--- src/rtl/hazard_ctrl_if.sv ---
// Hazard-unit connection bundle: register indices and memory handshake in from the datapath,
// stall/flush enables and forwarding selects back out to it.
interface hazard_ctrl_if #(
  parameter int unsigned REG_AW = 5
);
  logic [REG_AW-1:0] Rs1D;
  logic [REG_AW-1:0] Rs2D;
  logic [REG_AW-1:0] Rs1E;
  logic [REG_AW-1:0] Rs2E;
  logic [REG_AW-1:0] RdE;
  logic [REG_AW-1:0] RdM;
  logic [REG_AW-1:0] RdW;
  logic              RegWriteM;
  logic              RegWriteW;
  logic              ResultSrcE0;
  logic              PCSrcE;
  logic              MemReqM;
  logic              MemReadyM;
  logic [1:0]        ForwardAE;
  logic [1:0]        ForwardBE;
  logic              StallF;
  logic              StallD;
  logic              StallE;
  logic              StallM;
  logic              FlushD;
  logic              FlushE;
  logic              FlushW;
  logic              MemTimeout;
  logic              InWait;

  // Datapath side
  modport master (
    output Rs1D, Rs2D, Rs1E, Rs2E, RdE, RdM, RdW,
    output RegWriteM, RegWriteW, ResultSrcE0, PCSrcE, MemReqM, MemReadyM,
    input  ForwardAE, ForwardBE, StallF, StallD, StallE, StallM,
    input  FlushD, FlushE, FlushW, MemTimeout, InWait
  );

  // Hazard unit side
  modport slave (
    input  Rs1D, Rs2D, Rs1E, Rs2E, RdE, RdM, RdW,
    input  RegWriteM, RegWriteW, ResultSrcE0, PCSrcE, MemReqM, MemReadyM,
    output ForwardAE, ForwardBE, StallF, StallD, StallE, StallM,
    output FlushD, FlushE, FlushW, MemTimeout, InWait
  );
endinterface

--- src/rtl/hazard_ctrl.sv ---
// Hazard control for the 5-stage core: EX forwarding, load-use stall, branch flush and a
// memory-wait FSM with timeout watchdog. Define HAZARD_PERF_CNT_EN to add perf counters.
module hazard_ctrl #(
  parameter int unsigned REG_AW      = 5,
  parameter int unsigned MEM_TIMEOUT = 64,
  parameter int unsigned TO_CNT_W    = 7
) (
  input  logic        clk,
  input  logic        rst,
  hazard_ctrl_if.slave hz
`ifdef HAZARD_PERF_CNT_EN
  ,
  output logic [31:0] PerfLwStalls,
  output logic [31:0] PerfFlushes,
  output logic [31:0] PerfMemWait
`endif
);

  typedef enum logic [1:0] {StRun, StWait, StErr} state_e;

  localparam logic [REG_AW-1:0]   RegZero = '0;
  localparam logic [TO_CNT_W-1:0] CntOne  = TO_CNT_W'(1);
  localparam logic [TO_CNT_W-1:0] CntLast = TO_CNT_W'(MEM_TIMEOUT - 1);

  state_e              stateQ, stateD;
  logic [TO_CNT_W-1:0] cntQ, cntD;
  logic                timeoutQ, timeoutD;

  logic memStall;
  logic lwStall;
  logic holdAll;
  logic brFlush;
  logic lwEff;

  function automatic logic [1:0] fwdSel(input logic [REG_AW-1:0] rs,
                                        input logic [REG_AW-1:0] rdM,
                                        input logic [REG_AW-1:0] rdW,
                                        input logic              wrM,
                                        input logic              wrW);
    logic [1:0] sel;
    sel = 2'b00;
    if (wrM && (rs != RegZero) && (rs == rdM)) begin
      sel = 2'b10;
    end else if (wrW && (rs != RegZero) && (rs == rdW)) begin
      sel = 2'b01;
    end
    return sel;
  endfunction

  assign memStall = hz.MemReqM && !hz.MemReadyM;
  assign lwStall  = hz.ResultSrcE0 && (hz.RdE != RegZero) &&
                    ((hz.Rs1D == hz.RdE) || (hz.Rs2D == hz.RdE));

  // A frozen pipe must not lose the branch or the load: both are re-evaluated on release.
  assign holdAll = memStall || (stateQ == StErr);
  assign brFlush = !holdAll && hz.PCSrcE;
  assign lwEff   = !holdAll && !hz.PCSrcE && lwStall;

  always_ff @(posedge clk or posedge rst) begin
    if (rst) begin
      stateQ   <= StRun;
      cntQ     <= '0;
      timeoutQ <= 1'b0;
    end else begin
      stateQ   <= stateD;
      cntQ     <= cntD;
      timeoutQ <= timeoutD;
    end
  end

  always_comb begin
    stateD   = stateQ;
    cntD     = cntQ;
    timeoutD = timeoutQ;
    unique case (stateQ)
      StRun: begin
        if (memStall) begin
          stateD = StWait;
          cntD   = CntOne;
        end
      end
      StWait: begin
        // Leaving on !memStall also covers a request withdrawn without a ready.
        if (!memStall) begin
          stateD = StRun;
          cntD   = '0;
        end else if (cntQ == CntLast) begin
          stateD   = StErr;
          cntD     = cntQ + CntOne;
          timeoutD = 1'b1;
        end else begin
          cntD = cntQ + CntOne;
        end
      end
      StErr: begin
        timeoutD = 1'b1;
      end
      default: begin
        stateD = StRun;
        cntD   = '0;
      end
    endcase
  end

  always_comb begin
    hz.ForwardAE = 2'b00;
    hz.ForwardBE = 2'b00;
    hz.StallF    = 1'b0;
    hz.StallD    = 1'b0;
    hz.StallE    = 1'b0;
    hz.StallM    = 1'b0;
    hz.FlushD    = 1'b0;
    hz.FlushE    = 1'b0;
    hz.FlushW    = 1'b0;
    if (!rst) begin
      hz.ForwardAE = fwdSel(hz.Rs1E, hz.RdM, hz.RdW, hz.RegWriteM, hz.RegWriteW);
      hz.ForwardBE = fwdSel(hz.Rs2E, hz.RdM, hz.RdW, hz.RegWriteM, hz.RegWriteW);
      if (holdAll) begin
        hz.StallF = 1'b1;
        hz.StallD = 1'b1;
        hz.StallE = 1'b1;
        hz.StallM = 1'b1;
        hz.FlushW = 1'b1;
      end else if (brFlush) begin
        hz.FlushD = 1'b1;
        hz.FlushE = 1'b1;
      end else if (lwEff) begin
        hz.StallF = 1'b1;
        hz.StallD = 1'b1;
        hz.FlushE = 1'b1;
      end
    end
  end

  assign hz.MemTimeout = timeoutQ;
  assign hz.InWait     = (stateQ == StWait);

`ifdef HAZARD_PERF_CNT_EN
  logic [31:0] perfLwQ, perfFlQ, perfMwQ;

  always_ff @(posedge clk or posedge rst) begin
    if (rst) begin
      perfLwQ <= '0;
      perfFlQ <= '0;
      perfMwQ <= '0;
    end else begin
      if (lwEff && (perfLwQ != '1)) begin
        perfLwQ <= perfLwQ + 32'd1;
      end
      if (brFlush && (perfFlQ != '1)) begin
        perfFlQ <= perfFlQ + 32'd1;
      end
      if (memStall && (perfMwQ != '1)) begin
        perfMwQ <= perfMwQ + 32'd1;
      end
    end
  end

  assign PerfLwStalls = perfLwQ;
  assign PerfFlushes  = perfFlQ;
  assign PerfMemWait  = perfMwQ;
`endif

endmodule

--- src/flat_wrapper.sv ---
// flat-port wrapper written by rule: the top's interface ports become plain ports
module hazard_ctrl_flat 
#(
  parameter int unsigned REG_AW      = 5,
  parameter int unsigned MEM_TIMEOUT = 64,
  parameter int unsigned TO_CNT_W    = 7
)
  (clk, rst, hz_Rs1D, hz_Rs2D, hz_Rs1E, hz_Rs2E, hz_RdE, hz_RdM, hz_RdW, hz_RegWriteM, hz_RegWriteW, hz_ResultSrcE0, hz_PCSrcE, hz_MemReqM, hz_MemReadyM, hz_ForwardAE, hz_ForwardBE, hz_StallF, hz_StallD, hz_StallE, hz_StallM, hz_FlushD, hz_FlushE, hz_FlushW, hz_MemTimeout, hz_InWait);
  hazard_ctrl_if #(.REG_AW(REG_AW)) hz_i ();
  input  logic clk;
  input  logic rst;
  input wire logic [$bits(hz_i.Rs1D)-1:0] hz_Rs1D;
  input wire logic [$bits(hz_i.Rs2D)-1:0] hz_Rs2D;
  input wire logic [$bits(hz_i.Rs1E)-1:0] hz_Rs1E;
  input wire logic [$bits(hz_i.Rs2E)-1:0] hz_Rs2E;
  input wire logic [$bits(hz_i.RdE)-1:0] hz_RdE;
  input wire logic [$bits(hz_i.RdM)-1:0] hz_RdM;
  input wire logic [$bits(hz_i.RdW)-1:0] hz_RdW;
  input wire logic [$bits(hz_i.RegWriteM)-1:0] hz_RegWriteM;
  input wire logic [$bits(hz_i.RegWriteW)-1:0] hz_RegWriteW;
  input wire logic [$bits(hz_i.ResultSrcE0)-1:0] hz_ResultSrcE0;
  input wire logic [$bits(hz_i.PCSrcE)-1:0] hz_PCSrcE;
  input wire logic [$bits(hz_i.MemReqM)-1:0] hz_MemReqM;
  input wire logic [$bits(hz_i.MemReadyM)-1:0] hz_MemReadyM;
  output wire logic [$bits(hz_i.ForwardAE)-1:0] hz_ForwardAE;
  output wire logic [$bits(hz_i.ForwardBE)-1:0] hz_ForwardBE;
  output wire logic [$bits(hz_i.StallF)-1:0] hz_StallF;
  output wire logic [$bits(hz_i.StallD)-1:0] hz_StallD;
  output wire logic [$bits(hz_i.StallE)-1:0] hz_StallE;
  output wire logic [$bits(hz_i.StallM)-1:0] hz_StallM;
  output wire logic [$bits(hz_i.FlushD)-1:0] hz_FlushD;
  output wire logic [$bits(hz_i.FlushE)-1:0] hz_FlushE;
  output wire logic [$bits(hz_i.FlushW)-1:0] hz_FlushW;
  output wire logic [$bits(hz_i.MemTimeout)-1:0] hz_MemTimeout;
  output wire logic [$bits(hz_i.InWait)-1:0] hz_InWait;
  assign hz_i.Rs1D = hz_Rs1D;
  assign hz_i.Rs2D = hz_Rs2D;
  assign hz_i.Rs1E = hz_Rs1E;
  assign hz_i.Rs2E = hz_Rs2E;
  assign hz_i.RdE = hz_RdE;
  assign hz_i.RdM = hz_RdM;
  assign hz_i.RdW = hz_RdW;
  assign hz_i.RegWriteM = hz_RegWriteM;
  assign hz_i.RegWriteW = hz_RegWriteW;
  assign hz_i.ResultSrcE0 = hz_ResultSrcE0;
  assign hz_i.PCSrcE = hz_PCSrcE;
  assign hz_i.MemReqM = hz_MemReqM;
  assign hz_i.MemReadyM = hz_MemReadyM;
  assign hz_ForwardAE = hz_i.ForwardAE;
  assign hz_ForwardBE = hz_i.ForwardBE;
  assign hz_StallF = hz_i.StallF;
  assign hz_StallD = hz_i.StallD;
  assign hz_StallE = hz_i.StallE;
  assign hz_StallM = hz_i.StallM;
  assign hz_FlushD = hz_i.FlushD;
  assign hz_FlushE = hz_i.FlushE;
  assign hz_FlushW = hz_i.FlushW;
  assign hz_MemTimeout = hz_i.MemTimeout;
  assign hz_InWait = hz_i.InWait;
  hazard_ctrl #(.REG_AW(REG_AW), .MEM_TIMEOUT(MEM_TIMEOUT), .TO_CNT_W(TO_CNT_W)) u_core (.clk(clk), .rst(rst), .hz(hz_i));
endmodule
--- config.mk ---
export PLATFORM = sky130hd
export DESIGN_NAME = hazard_ctrl_flat
export DESIGN_NICKNAME = d
export VERILOG_FILES = /design/src/rtl/hazard_ctrl_if.sv /design/src/rtl/hazard_ctrl.sv /design/src/flat_wrapper.sv
export SDC_FILE = /design/constraint.sdc
export NUM_CORES = 1
export LEC_CHECK = 0
export ABC_AREA = 1
export CORE_AREA = 2 2 70 72
export CTS_CLUSTER_SIZE = 20
export DETAILED_ROUTE_END_ITERATION = 16
export DIE_AREA = 0 0 72 74
export GPL_TIMING_DRIVEN = 0
export SLEW_MARGIN = 40
export SYNTH_ARGS = -nofsm -noshare
export SYNTH_HDL_FRONTEND = slang
export SYNTH_SLANG_ARGS = --single-unit
--- constraint.sdc ---
create_clock -name clk -period 1.39 [get_ports clk]
set_input_delay 0.139 -clock clk [delete_from_list [all_inputs] [get_ports clk]]
set_output_delay 0.139 -clock clk [all_outputs]
set_load 0.01 [all_outputs]
* Yosys cells after proc, flatten, opt, wreduce, memory -nomap -nowiden *
Cells that the tools add are included.
W data, S select, Z words.

operators by class
  add/subtract/negate cells = 1
  reductions and logical operators = 27
  equality and inequality tests = 13
  bitwise logic cells = 1
  muxes and demuxes = 28

operators by type and width
  cell                   count
  $eq A5 B5 Y1           6
  $pmux W7 S3            1
  $mux W1                16
  $reduce_bool A5 Y1     3
  $logic_and A1 B1 Y1    14
  $mux W2                7
  $mux W7                2
  $add A7 B1 Y7 const B  1
  $eq A7 B6 Y1 const B   1
  $ne A2 B1 Y1 const B   3
  $pmux W2 S3            1
  $reduce_and A3 Y1      2
  $logic_not A1 Y1       3
  $ne A3 B3 Y1 const B   1
  $eq A2 B1 Y1 const B   1
  $eq A2 B2 Y1 const B   1
  $logic_not A2 Y1       1
  $logic_or A1 B1 Y1     2
  $pmux W1 S2            1
  $reduce_and A2 Y1      1
  $reduce_bool A2 Y1     1
  $not A1 Y1             1

word-level totals
  output and inout bits = 13
  input bits = 43
  logic and storage cells = 73
  register bits = 10

* Depth between registers and ports, before layout *
  depth after elaboration = 10
  gate-level depth with buffers = 9
  depth with buffers taken out = 8

* Least setup slack after synthesis *
No wires, ideal clock.

  path type = flip-flop to output port
  start = register u_core.stateQ[0]
  end = output port hz_StallF
  path slack = -24 ps
  cell stages (with the launch flop) = 10
  arrival time = 1275 ps
  data required time = 1251 ps
  cells stage by stage = dfrtp_1 -> inv_2 -> nand2_2 -> nand2_1 -> inv_2 -> nand3_1 -> nor2_1 -> nand2_1 -> a21oi_1 -> buf_4

on the way
  cells in the longest elaborated chain, start to end = 9

RTL lines
  element                           line                                  RTL
  start, declared                   hazard_ctrl.sv:25                     state_e stateQ, stateD;
  start signal, assigned            hazard_ctrl.sv:61                     stateQ <= StRun;
  start signal, assigned            hazard_ctrl.sv:65                     stateQ <= stateD;
  $eq A2 B2 Y1 *                    hazard_ctrl.sv:55                     assign holdAll = memStall || (stateQ == StErr);
  $logic_or A1 B1 Y1 *              hazard_ctrl.sv:55
  $logic_not A1 Y1                  hazard_ctrl.sv:56, hazard_ctrl.sv:57
  $logic_and A1 B1 Y1 (2 in a row)  hazard_ctrl.sv:57                     assign lwEff = !holdAll && !hz.PCSrcE && lwStall;
  $mux W1 (2 in a row)              n/a
  $mux W1 * (2 in a row)            n/a
  end, declared                     flat_wrapper.sv:27                    output wire logic [$bits(hz_i.StallF)-1:0] hz_StallF;

Mark *: on every way between the ends. The rest lies on a longest branch, timed or not.

* Final worst setup path *
  start = register u_core.stateQ[0]
  end = output port hz_StallE

on the way
  cells in the longest elaborated chain, start to end = 4

RTL lines
  element             line                RTL
  $eq A2 B2 Y1        hazard_ctrl.sv:55
  $logic_or A1 B1 Y1  hazard_ctrl.sv:55
  $mux W1             hazard_ctrl.sv:118  if (holdAll) begin
  $mux W1             hazard_ctrl.sv:115  if (!rst) begin
  end, declared       flat_wrapper.sv:29  output wire logic [$bits(hz_i.StallE)-1:0] hz_StallE;

No other way between the ends.

==> summary.txt <==
Status
  • Outcome: finished with violations
  • Failing checks: negative setup slack

Logic synthesis
  • Leading area contributor after synthesis: dfrtp_1
  • Most instantiated cells after synthesis: nand2_1, inv_1, nor2_1, nand3_1, nor3_1
  • EDFF count, synth: 0
  • Seq/Total Area, Yosys: 0.228
  • Primary FF master, synth: dfrtp_1
  • Async S/R FF share, synth: 1.00
  • Distinct cell type count after synthesis: 23
  • Most frequent cell after synthesis: nand2_1
  • Yosys warns: 0
  • Register bit total from synthesis: 10
  • Mapped Nets: between 200 and 250
  • Top cells by area, synth: dfrtp_1, nand2_1, inv_1
  • Top cell type's share of synthesized area: 0.228
  • Mapped cell area: approximately 0.0011 mm²
  • Syn Area/Cell: 5.84 µm²
  • Cells after synthesis: 188

Floorplanning
  • Die width: 72 µm
  • Placeable Area: 0.00460 mm²
  • Std cell rows: 25
  • IO Pins: 56
  • Die height: 74 µm
  • Initial cell density of the core: 0.239
  • Die area: 0.00533 mm²

Route
  • DR pass1 iterations: 4
  • Final WL: 3240 µm
  • Number of routed nets with antenna violations: 0
  • Vias post-DR: approximately 1300
  • WL/cell: 10.3 µm
  • Post-route DRC: 0
  • Avg Vias per Cell: between 4 and 5
  • Initial DRC Count: 55

Clocking
  • Clock tree buffer depth: 2
  • TritonCTS clock tree: built
  • Worst-path clk slew: 0.05 ns
  • Clock sink count: 10
  • H-tree depth: 1
  • Root Buffer: clkbuf_8
  • Clock latency on the worst-skew pair: 0.24 ns
  • CTS buffer count: 3

Finish
  • Nets: a little over 300
  • Area Growth Syn to Fin: 74.6%
  • Share of layout cells above drive strength 1: 0.280
  • Final Instance Area: 0.00192 mm²
  • Final core utilization: 0.417
  • Ant. Diodes: 0

Hold path
  • Hold WC Path Type: in -> async

STA
  • Hold Vio Cnt, Final: 0
  • Worst slew pin tran: around 0.26 ns
  • Clock skew: 0.00566 ns
  • TNS Setup: -0.600 ns
  • Max-slew headroom: 0.828
  • RSZ-0062 raised after global routing: true
  • Fmax achieved: 0.649 GHz
  • Min Tclk post-route: 1.54 ns
  • Fin crit share: 1.11
  • Final slew viol count: 0
  • Final setup margin: -0.151 ns
  • Finish-stage setup viols: 7

GRT
  • Initial antenna violation count: 0
  • Gr ovfl total: 0
  • First-pass GRT wire length: 5440 µm
  • Vias in the first global route: 1240
  • GR Util met1: 0.154
  • GR Util met2: 0.234
  • Total track usage: 0.127
  • Gr busiest metal: met2
  • Met3 Resource Use GR: 0.0257
  • Largest net degree at the start of global routing: 11

Placement
  • Hpwl dp: between 2000 and 3000 µm
  • IO buf count: 55
  • DP Area: 0.00172 mm²
  • Routability cong.: 0.781

Critical path
  • CP startpoint kind: flop
  • Data arrival time of the worst path: around 1.4 ns
  • CP Max Fanout: 3
  • CP required: around 1.3 ns
  • Worst setup path class: reg -> out
  • CP endpoint kind: output pin

Power and ir drop
  • Max VDD drop: 0.000499 V
  • Leakage power: between 1 and 1.5 nW
  • Total power: 0.905 mW
  • Pwr Density: 472 mW/mm²

Flow run
  • MaxCap Viol Count: 0
[metrics by stage]
stage / worst slack, ns / cells / hold WS, ns
global placement: -0.710 / 297 / 0.471
finish: -0.151 / 315 / 0.0327
detailed placement: -0.727 / 297 / 0.463
CTS: -0.172 / 311 / 0.173
floorplan: 0.0432 / 188 / -0.0126
global route: -0.234 / 315 / 0.0483
[logic make-up (layout without fill, tap and decap cells)]
group,count (synthesis),count (layout),synth area share
flops,10,10,0.228
compound gates,15,15,0.0810
buf+inv,40,113,0.147
simple gates,110,110,0.437
fa+ha+maj,1,1,0.0114
xor+xnor,12,12,0.0958
[timing repair]
item / in CTS / in global routing
hold buffers: 0 / 0
endpoints found under the setup margin: 12 / 18
buffers inserted: 11 / 5
pin swaps: 20 / 12
resized for setup: 112 / 16
[routing by layer]
layer / up-vias / routed length (µm)
met2: 40 / 1580
met3: 2 / 186
met4: 0 / 10
met1: 570 / 1460
met5: - / 0
li1: 731 / -
[final cells by class]
cell class | instances | area, µm²
Inverter | 37 | 143
Buffer | 3 | 30.0
Tap cell | 54 | 67.6
Clock buffer | 3 | 41.3
Fill cell | 494 | 2680
Timing Repair Buffer | 70 | 596
Sequential cell | 10 | 250
Multi-Input combinational cell | 138 | 788
[placed cells by master, fill, tap and decap left out, types with 3 or more instances in the layout]
cell type / n
dfrtp_1: 10
inv_2: 10
nor2_1: 19
nand4_1: 3
nor3_1: 5
xnor2_1: 7
dlygate4sd2_1: 33
xor2_1: 5
nand2_1: 46
nand2_2: 7
buf_6: 9
clkdlybuf4s50_1: 7
buf_4: 14
inv_1: 26
nand3_1: 11
clkbuf_8: 3
o211ai_1: 3
nor3_2: 6
a21oi_1: 3
nor2_2: 5
buf_2: 8
o21ai_0: 4
[where the power goes]
group	internal, mW	switching, mW	leakage, nW
sequential	0.296	0.00283	0.116
combinational	0.157	0.149	0.865
clock	0.189	0.110	0.0216
total	0.643	0.262	1.00
[sequential cells by signal, indices dropped and copies added (netlist names)]
name,cells
u_core.hz.MemTimeout,1
u_core.cntQ,7
u_core.stateQ,2
[final timing paths]
kind                                                  start                                to  slack (ns)  cells past startpoint
hold / removal                                          rst        u_core.cntQ[1]$_DFFE_PP0P_        0.03                      3
min in group clk           u_core.hz.MemTimeout$_DFFE_PP0P_  u_core.hz.MemTimeout$_DFFE_PP0P_        0.48                      1
max in group asynchronous                               rst        u_core.cntQ[5]$_DFFE_PP0P_        1.21                      3
hold reg to reg            u_core.hz.MemTimeout$_DFFE_PP0P_  u_core.hz.MemTimeout$_DFFE_PP0P_        0.48                      1
setup reg to reg                 u_core.cntQ[1]$_DFFE_PP0P_      u_core.stateQ[0]$_DFFE_PP0P_        0.02                      7
setup / recovery               u_core.stateQ[0]$_DFFE_PP0P_                         hz_StallE       -0.15                      9
[critical path, cell delays in order (launching register included)]
cell	delay (ns)
dfrtp_1	0.39
inv_2	0.07
nand2_2	0.05
nand2_2	0.06
inv_2	0.04
buf_4	0.15
nor2_4	0.12
buf_6	0.11
buf_6	0.08
buf_6	0.09
No activity file was read; power rests on OpenSTA's default activity.
==> patch 1 (same flow settings) <==
`REG_AW` is set to 5 in 3 places; all go to 6.
--- a/src/rtl/hazard_ctrl_if.sv
+++ b/src/rtl/hazard_ctrl_if.sv
@@ -2,5 +2,5 @@
 // stall/flush enables and forwarding selects back out to it.
 interface hazard_ctrl_if #(
-  parameter int unsigned REG_AW = 5
+  parameter int unsigned REG_AW = 6
 );
   logic [REG_AW-1:0] Rs1D;
--- a/src/rtl/hazard_ctrl.sv
+++ b/src/rtl/hazard_ctrl.sv
@@ -2,5 +2,5 @@
 // memory-wait FSM with timeout watchdog. Define HAZARD_PERF_CNT_EN to add perf counters.
 module hazard_ctrl #(
-  parameter int unsigned REG_AW      = 5,
+  parameter int unsigned REG_AW      = 6,
   parameter int unsigned MEM_TIMEOUT = 64,
   parameter int unsigned TO_CNT_W    = 7
--- a/src/flat_wrapper.sv
+++ b/src/flat_wrapper.sv
@@ -2,5 +2,5 @@
 module hazard_ctrl_flat 
 #(
-  parameter int unsigned REG_AW      = 5,
+  parameter int unsigned REG_AW      = 6,
   parameter int unsigned MEM_TIMEOUT = 64,
   parameter int unsigned TO_CNT_W    = 7
Ports: changed (7 resized); port bits go from 56 to 63. No check against the original RTL was run, so the function may have changed too.
==> patch 1 against the unedited design <==
  * The flow still finishes with violations (negative setup slack)
  * Power rose by 6.8%
  * Sequential cell count did not move
  * Routed wire length rose by 28%
  * Non-clock buffer count rose by 8
  * Area after synthesis rose by 12%
  * Worst setup slack got worse by 0.054 ns
  * Critical path depth rose by 1
  * Final area rose by 10%
  * Critical endpoint is now hz_StallF
  * Highest routed layer unchanged
==> patch 1: results (changes against the unedited design) <==
The tools report the maximum clock skew at final layout as 0.0009822 ns (-0.004676 ns). The proportion of layout cells with a drive suffix above 1 works out to 24.35% (-3.6 points). The run gives 6 (-1) as the setup violation total in the final timing report. The clock transition at the registers of the reported paths is 0.05 ns (about the same).

The logs give 1.175 nW (+17%) for the static leakage and 37 (-33%) for the initial DRC count. The number of vias per cell works out to 4.517 (+5.9%). The run gives 94 (-16%) as the total of cells resized after clock tree synthesis. The run gives 3.210 mm (+28%) as the sum of net half-perimeters after detailed placement.

The worst supply voltage drop on vdd is 0.3289 mV (-34%). The average cell area after synthesis was 5.413 um2 (-7.3%). The checks that failed: negative setup slack.

Number of cells on the worst reg-to-reg path: 7 (unchanged). The complex-gate fraction of the synthesized area was 12.63% (+4.5 points). The least setup slack across all paths after layout is -0.2053 ns (-0.05408 ns), and the sequential element share of the synthesized area is 20.37% (-2.4 points). The adder and majority cell fraction of the synthesized area came out at 1.018% (-0.12 points).

The maximum number of pins on one net before global-route repair came out at 10 (-1). The tools report the reg-to-reg endpoint as u_core.hz.MemTimeout. The maximum net fanout on the critical path came out at 4 (+1). After synthesis, the cell types taking the most area are sky130_fd_sc_hd__nand2_1 22%, sky130_fd_sc_hd__dfrtp_1 20%, sky130_fd_sc_hd__inv_1 14%. The flop-to-flop setup slack is 0.07 ns (+0.05 ns).

The number of global-route vias before repair is 1,550 (+25%), and the total iterations of the first detailed-routing run is 4 (unchanged). The worst slew slack as a fraction of its limit was 83.19% (+0.40 points); the buffers inserted during post-CTS setup optimization was 16 (+5). The number of flip-flops in the largest register was 7 (unchanged). The run finished, with violations left.

Endpoint of the most critical setup path: hz_StallF. For the standard cell area after detailed placement, the log shows 1921 um2 (+12%). Ranked by instance count, the synthesized netlist is headed by 71 x sky130_fd_sc_hd__nand2_1, 45 x sky130_fd_sc_hd__inv_1, 31 x sky130_fd_sc_hd__nor2_1. The number of placed cells counting well taps came out at 343 (+15%). The tools report the number of unique standard cell types used by synthesis as 26 (+13%). The startpoint identified for the worst register-to-register timing path is u_core.cntQ[0].

The number of nets in the synthesized netlist came out at 278 (+20%).
## patch 1: cell types whose count changed in the layout (fill, tap and decap cells not counted), sizes merged, moves of 4 or more
cell and delta:
dlygate4sd2 -10, o21ai +5, o22ai +4, inv +11, dlymetal6s2s +5, xnor2 -5
nor2 +6, buf -4, clkbuf +4, clkdlybuf4s50 +9, nand2 +19
## patch 1: power breakdown
part | internal, W | leakage (nW) | switching (W)
Clock | 0.000190 | 0.0216 | 0.000119
Combinational | 0.000180 | 1.04 | 0.000178
Sequential | 0.000296 | 0.116 | 0.00000266
Total | 0.000667 | 1.17 | 0.000300
## patch 1: per-stage QoR
step / worst slack (ns) / hold slack, ns / TNS, ns
after floorplan: 0.01586 / 0.003763 / 0
after global placement: -1.046 / 0.4570 / -7.501
after detailed placement: -1.020 / 0.4538 / -7.587
after CTS: -0.2534 / 0.08699 / -1.182
after global routing: -0.3188 / 0.02946 / -1.383
final: -0.2053 / 0.005147 / -0.7397
## patch 1: routing by layer
metal	GRT usage, %	up-vias	share of wire (%)
li1	-	865	-
met1	20.61	720	44
met2	29.01	45	49
met3	2.033	5	4.9
met4	5.031	0	1.4
met5	0	-	0
## patch 1: kinds of logic after synthesis
kind of cell / count (synthesis)
AO/OA/AOI/OAI: 26
XOR/XNOR: 4
adder cells (fa/ha/maj): 1
buffers and inverters: 51
AND/OR/NAND/NOR: 135
flip-flops: 10
## patch 1: final cells by class
class | instances | area (um2)
tap | 54 | 67.56
inverter | 48 | 186.4
timing repair buffer | 78 | 684.4
buffer | 3 | 22.52
sequential | 10 | 250.2
multi-input combinational | 166 | 860.8
clock buffer | 3 | 41.29
fill | 493 | 2485
==> patch 2 (config.mk and constraints unchanged) <==
Made on the original files. Re-encode `state_e` (3 states) as one-hot, 3 bits wide.
--- a/src/rtl/hazard_ctrl.sv
+++ b/src/rtl/hazard_ctrl.sv
@@ -17,5 +17,5 @@
 );
 
-  typedef enum logic [1:0] {StRun, StWait, StErr} state_e;
+  typedef enum logic [2:0] {StRun = 3'b001, StWait = 3'b010, StErr = 3'b100} state_e;
 
   localparam logic [REG_AW-1:0]   RegZero = '0;
Function: same outputs for any inputs over 10 cycles, from zero or initial values and one cycle with rst high; not proved beyond that.
==> patch 2 against the unedited design <==
  * Non-clock buffer count is 2 higher
  * Sequential cell count is 1 higher
  * Sequential share of layout area is 0.47 points higher
  * Count of clock-buffer cells in the layout is 1 higher
  * The flow finishes with violations (negative hold slack, negative setup slack)
  * Worst setup slack worse by 0.17 ns
  * Critical path type unchanged
  * Final area is 7.1% higher
  * Area after synthesis is 5.9% higher
  * Routed wire length is 10% higher
  * Critical endpoint is now hz_StallF
  * Clock skew is 0.0019 ns lower
  * Cell count is 0.63% higher
  * Highest routed layer unchanged
Power is not compared: it rests on default switching activity, and its combinational part moved more than twofold at a synthesized area within 25%.
==> patch 2: results (changes against the unedited design) <==
The run finished, with violations left. In this run the static leakage power is 1.116 nW. The reg-to-reg endpoint is u_core.cntQ[3]. Global-route wire length before repair: 5.658 mm (+4.1%). The run gives 16 (+9) as the setup violation total in the final timing report.

The least setup slack across all paths after layout is -0.3184 ns (-0.1671 ns). The proportion of layout cells with a drive suffix above 1 is 30.04% (+2.1 points). The logs give 31 (+35%) for the number of unique standard cell types used by synthesis and 8 (-3) for the maximum number of pins on one net before global-route repair. Arrival time at the worst endpoint: 1.57 ns (+0.17 ns).

The cell with the largest stage delay on the worst path was sky130_fd_sc_hd__dfstp_2. The final net count was 308 (+0.33%). The tools report the filler cell count as 467 (-5.5%). The run gives -0.004127 ns (-0.03685 ns) as the minimum hold slack.

For the number of placed cells counting well taps, the log shows 296 (-0.34%). The sum of net half-perimeters after detailed placement came out at 2.632 mm (+4.7%). The routability-driven placement congestion ratio came out at 0.8336 (+6.8%). Reg-to-reg critical path startpoint: u_core.stateQ[0]. The count of non-filler cells in the finished layout was 317 (+0.63%); the initial DRC count was 31 (-44%). The final reports fail on negative hold slack, negative setup slack. In the post-synthesis netlist, the biggest area contributors are sky130_fd_sc_hd__dfrtp_1 22%, sky130_fd_sc_hd__nand2_1 14%, sky130_fd_sc_hd__inv_1 12%.

The kind of cell with the highest combined delay along the critical path is flip-flops. The via count of the routed design is 1,425 (+6.1%). In the synthesized netlist, the cells that appear most often are 43 x sky130_fd_sc_hd__nand2_1, 37 x sky130_fd_sc_hd__inv_1, 25 x sky130_fd_sc_hd__nor2_1. Register containing the most flip-flops in the final layout: u_core.cntQ.

Number of nets in the synthesized netlist: 231 (-0.43%). The sequential element share of the synthesized area is 23.79% (+0.98 points). The post-detailed-routing wire length was 3.563 mm (+10%). The delay of the slowest cell on the worst path works out to 0.55 ns (+0.16 ns). The flop-to-flop setup slack is -0.20 ns (-0.22 ns), and the aggregate global-route resource usage is 13.25% (+0.60 points). The number of global-route vias before repair was 1,283 (+3.5%); the final hold violation count was 3 (+3). The average cell area after synthesis is 6.216 um2 (+6.5%). The standard cell area after detailed placement is 1797 um2 (+4.5%), and the number of cells on the worst reg-to-reg path is 8 (+1).

Main flop type after synthesis: sky130_fd_sc_hd__dfrtp_1. The transition at the pin with the smallest max-transition slack is 0.3399 ns (+0.08170 ns).
## patch 2: changes by cell type in the layout (fill, tap and decap cells not counted), sizes merged, moves of 3 or more
| cell | change |
|---|---|
| nand2 | -8 |
| o21ai | +4 |
| dlygate4sd2 | -24 |
| o22ai | +3 |
| clkbuf | +7 |
| nand4 | +3 |
| dlymetal6s2s | +11 |
| nor3 | -5 |
| clkdlybuf4s50 | +9 |
## patch 2: power groups by stage
| stage | sequential (W) | clock, W | combinational [W] |
|---|---|---|---|
| 2_1_floorplan | 0.000425 | 0 | 0.000388 |
| 3_3_place_gp | 0.000430 | 0 | 0.000638 |
| 3_5_place_dp | 0.000433 | 0 | 0.000641 |
| 4_1_cts | 0.000429 | 0.000333 | 0.000722 |
| 5_1_grt | 0.000433 | 0.000360 | 0.00107 |
| 6_report | 0.000425 | 0.000326 | 0.000984 |
## patch 2: cells by family (layout without fill, tap and decap cells)
logic type	count (synthesis)	after routing	synth area share [%]
AOI/OAI and AO/OA	26	26	14.75
xor gates and xnor gates	11	11	8.288
adders and majority gates	1	1	1.076
buffers and inverters	42	118	14.53
DFF	11	11	23.79
and+or+nand+nor	96	96	37.57
## patch 2: per-stage QoR
step           hold slack (ns)  power (W)  worst slack, ns
2_1_floorplan         0.004185  0.0008131       -0.0007947
3_3_place_gp            0.4519   0.001069          -0.7564
3_5_place_dp            0.4495   0.001074          -0.7825
4_1_cts                 0.1833   0.001483          -0.2818
5_1_grt                0.02322   0.001865          -0.3860
6_report             -0.004127   0.001736          -0.3184
## patch 2: repair_timing
item                                    in CTS  in global routing
gates cloned                                 0                  0
buffers inserted                             8                  9
endpoints found under the hold margin        0                  0
pin swaps                                    9                 17
gates resized for setup                     81                 48
endpoints found under the setup margin      16                 21
## patch 2: layout make-up
class / count / area [um2] / area share, %
clock buffers: 4 / 45.04 / 2.195
plain buffers: 3 / 22.52 / 1.098
flip-flops and latches: 11 / 277.8 / 13.54
multi-input cells: 134 / 837.1 / 40.79
well taps: 54 / 67.56 / 3.293
repair buffers: 72 / 641.9 / 31.28
inverters: 39 / 160.2 / 7.805
## patch 2: how the worst max path moves through the flow
| stage | to | slack, ns | startpoint |
|---|---|---|---|
| floorplan | hz_StallF | -0.0008 | u_core.stateQ[0] |
| global placement | hz_FlushE | -0.76 | hz_MemReadyM |
| detailed placement | hz_FlushE | -0.78 | hz_MemReadyM |
| CTS | hz_StallF | -0.28 | u_core.stateQ[0] |
| global route | hz_FlushE | -0.39 | u_core.stateQ[0] |
| finish | hz_StallF | -0.32 | u_core.stateQ[0] |
## patch 2: routing by layer
layer | vias up | global-route usage (%) | part of all wire (%)
met2 | 36 | 22.74 | 47
met4 | 0 | 4.403 | 1.1
met1 | 631 | 17.00 | 45
met5 | - | 0 | 0
li1 | 753 | - | -
met3 | 5 | 2.304 | 6.2
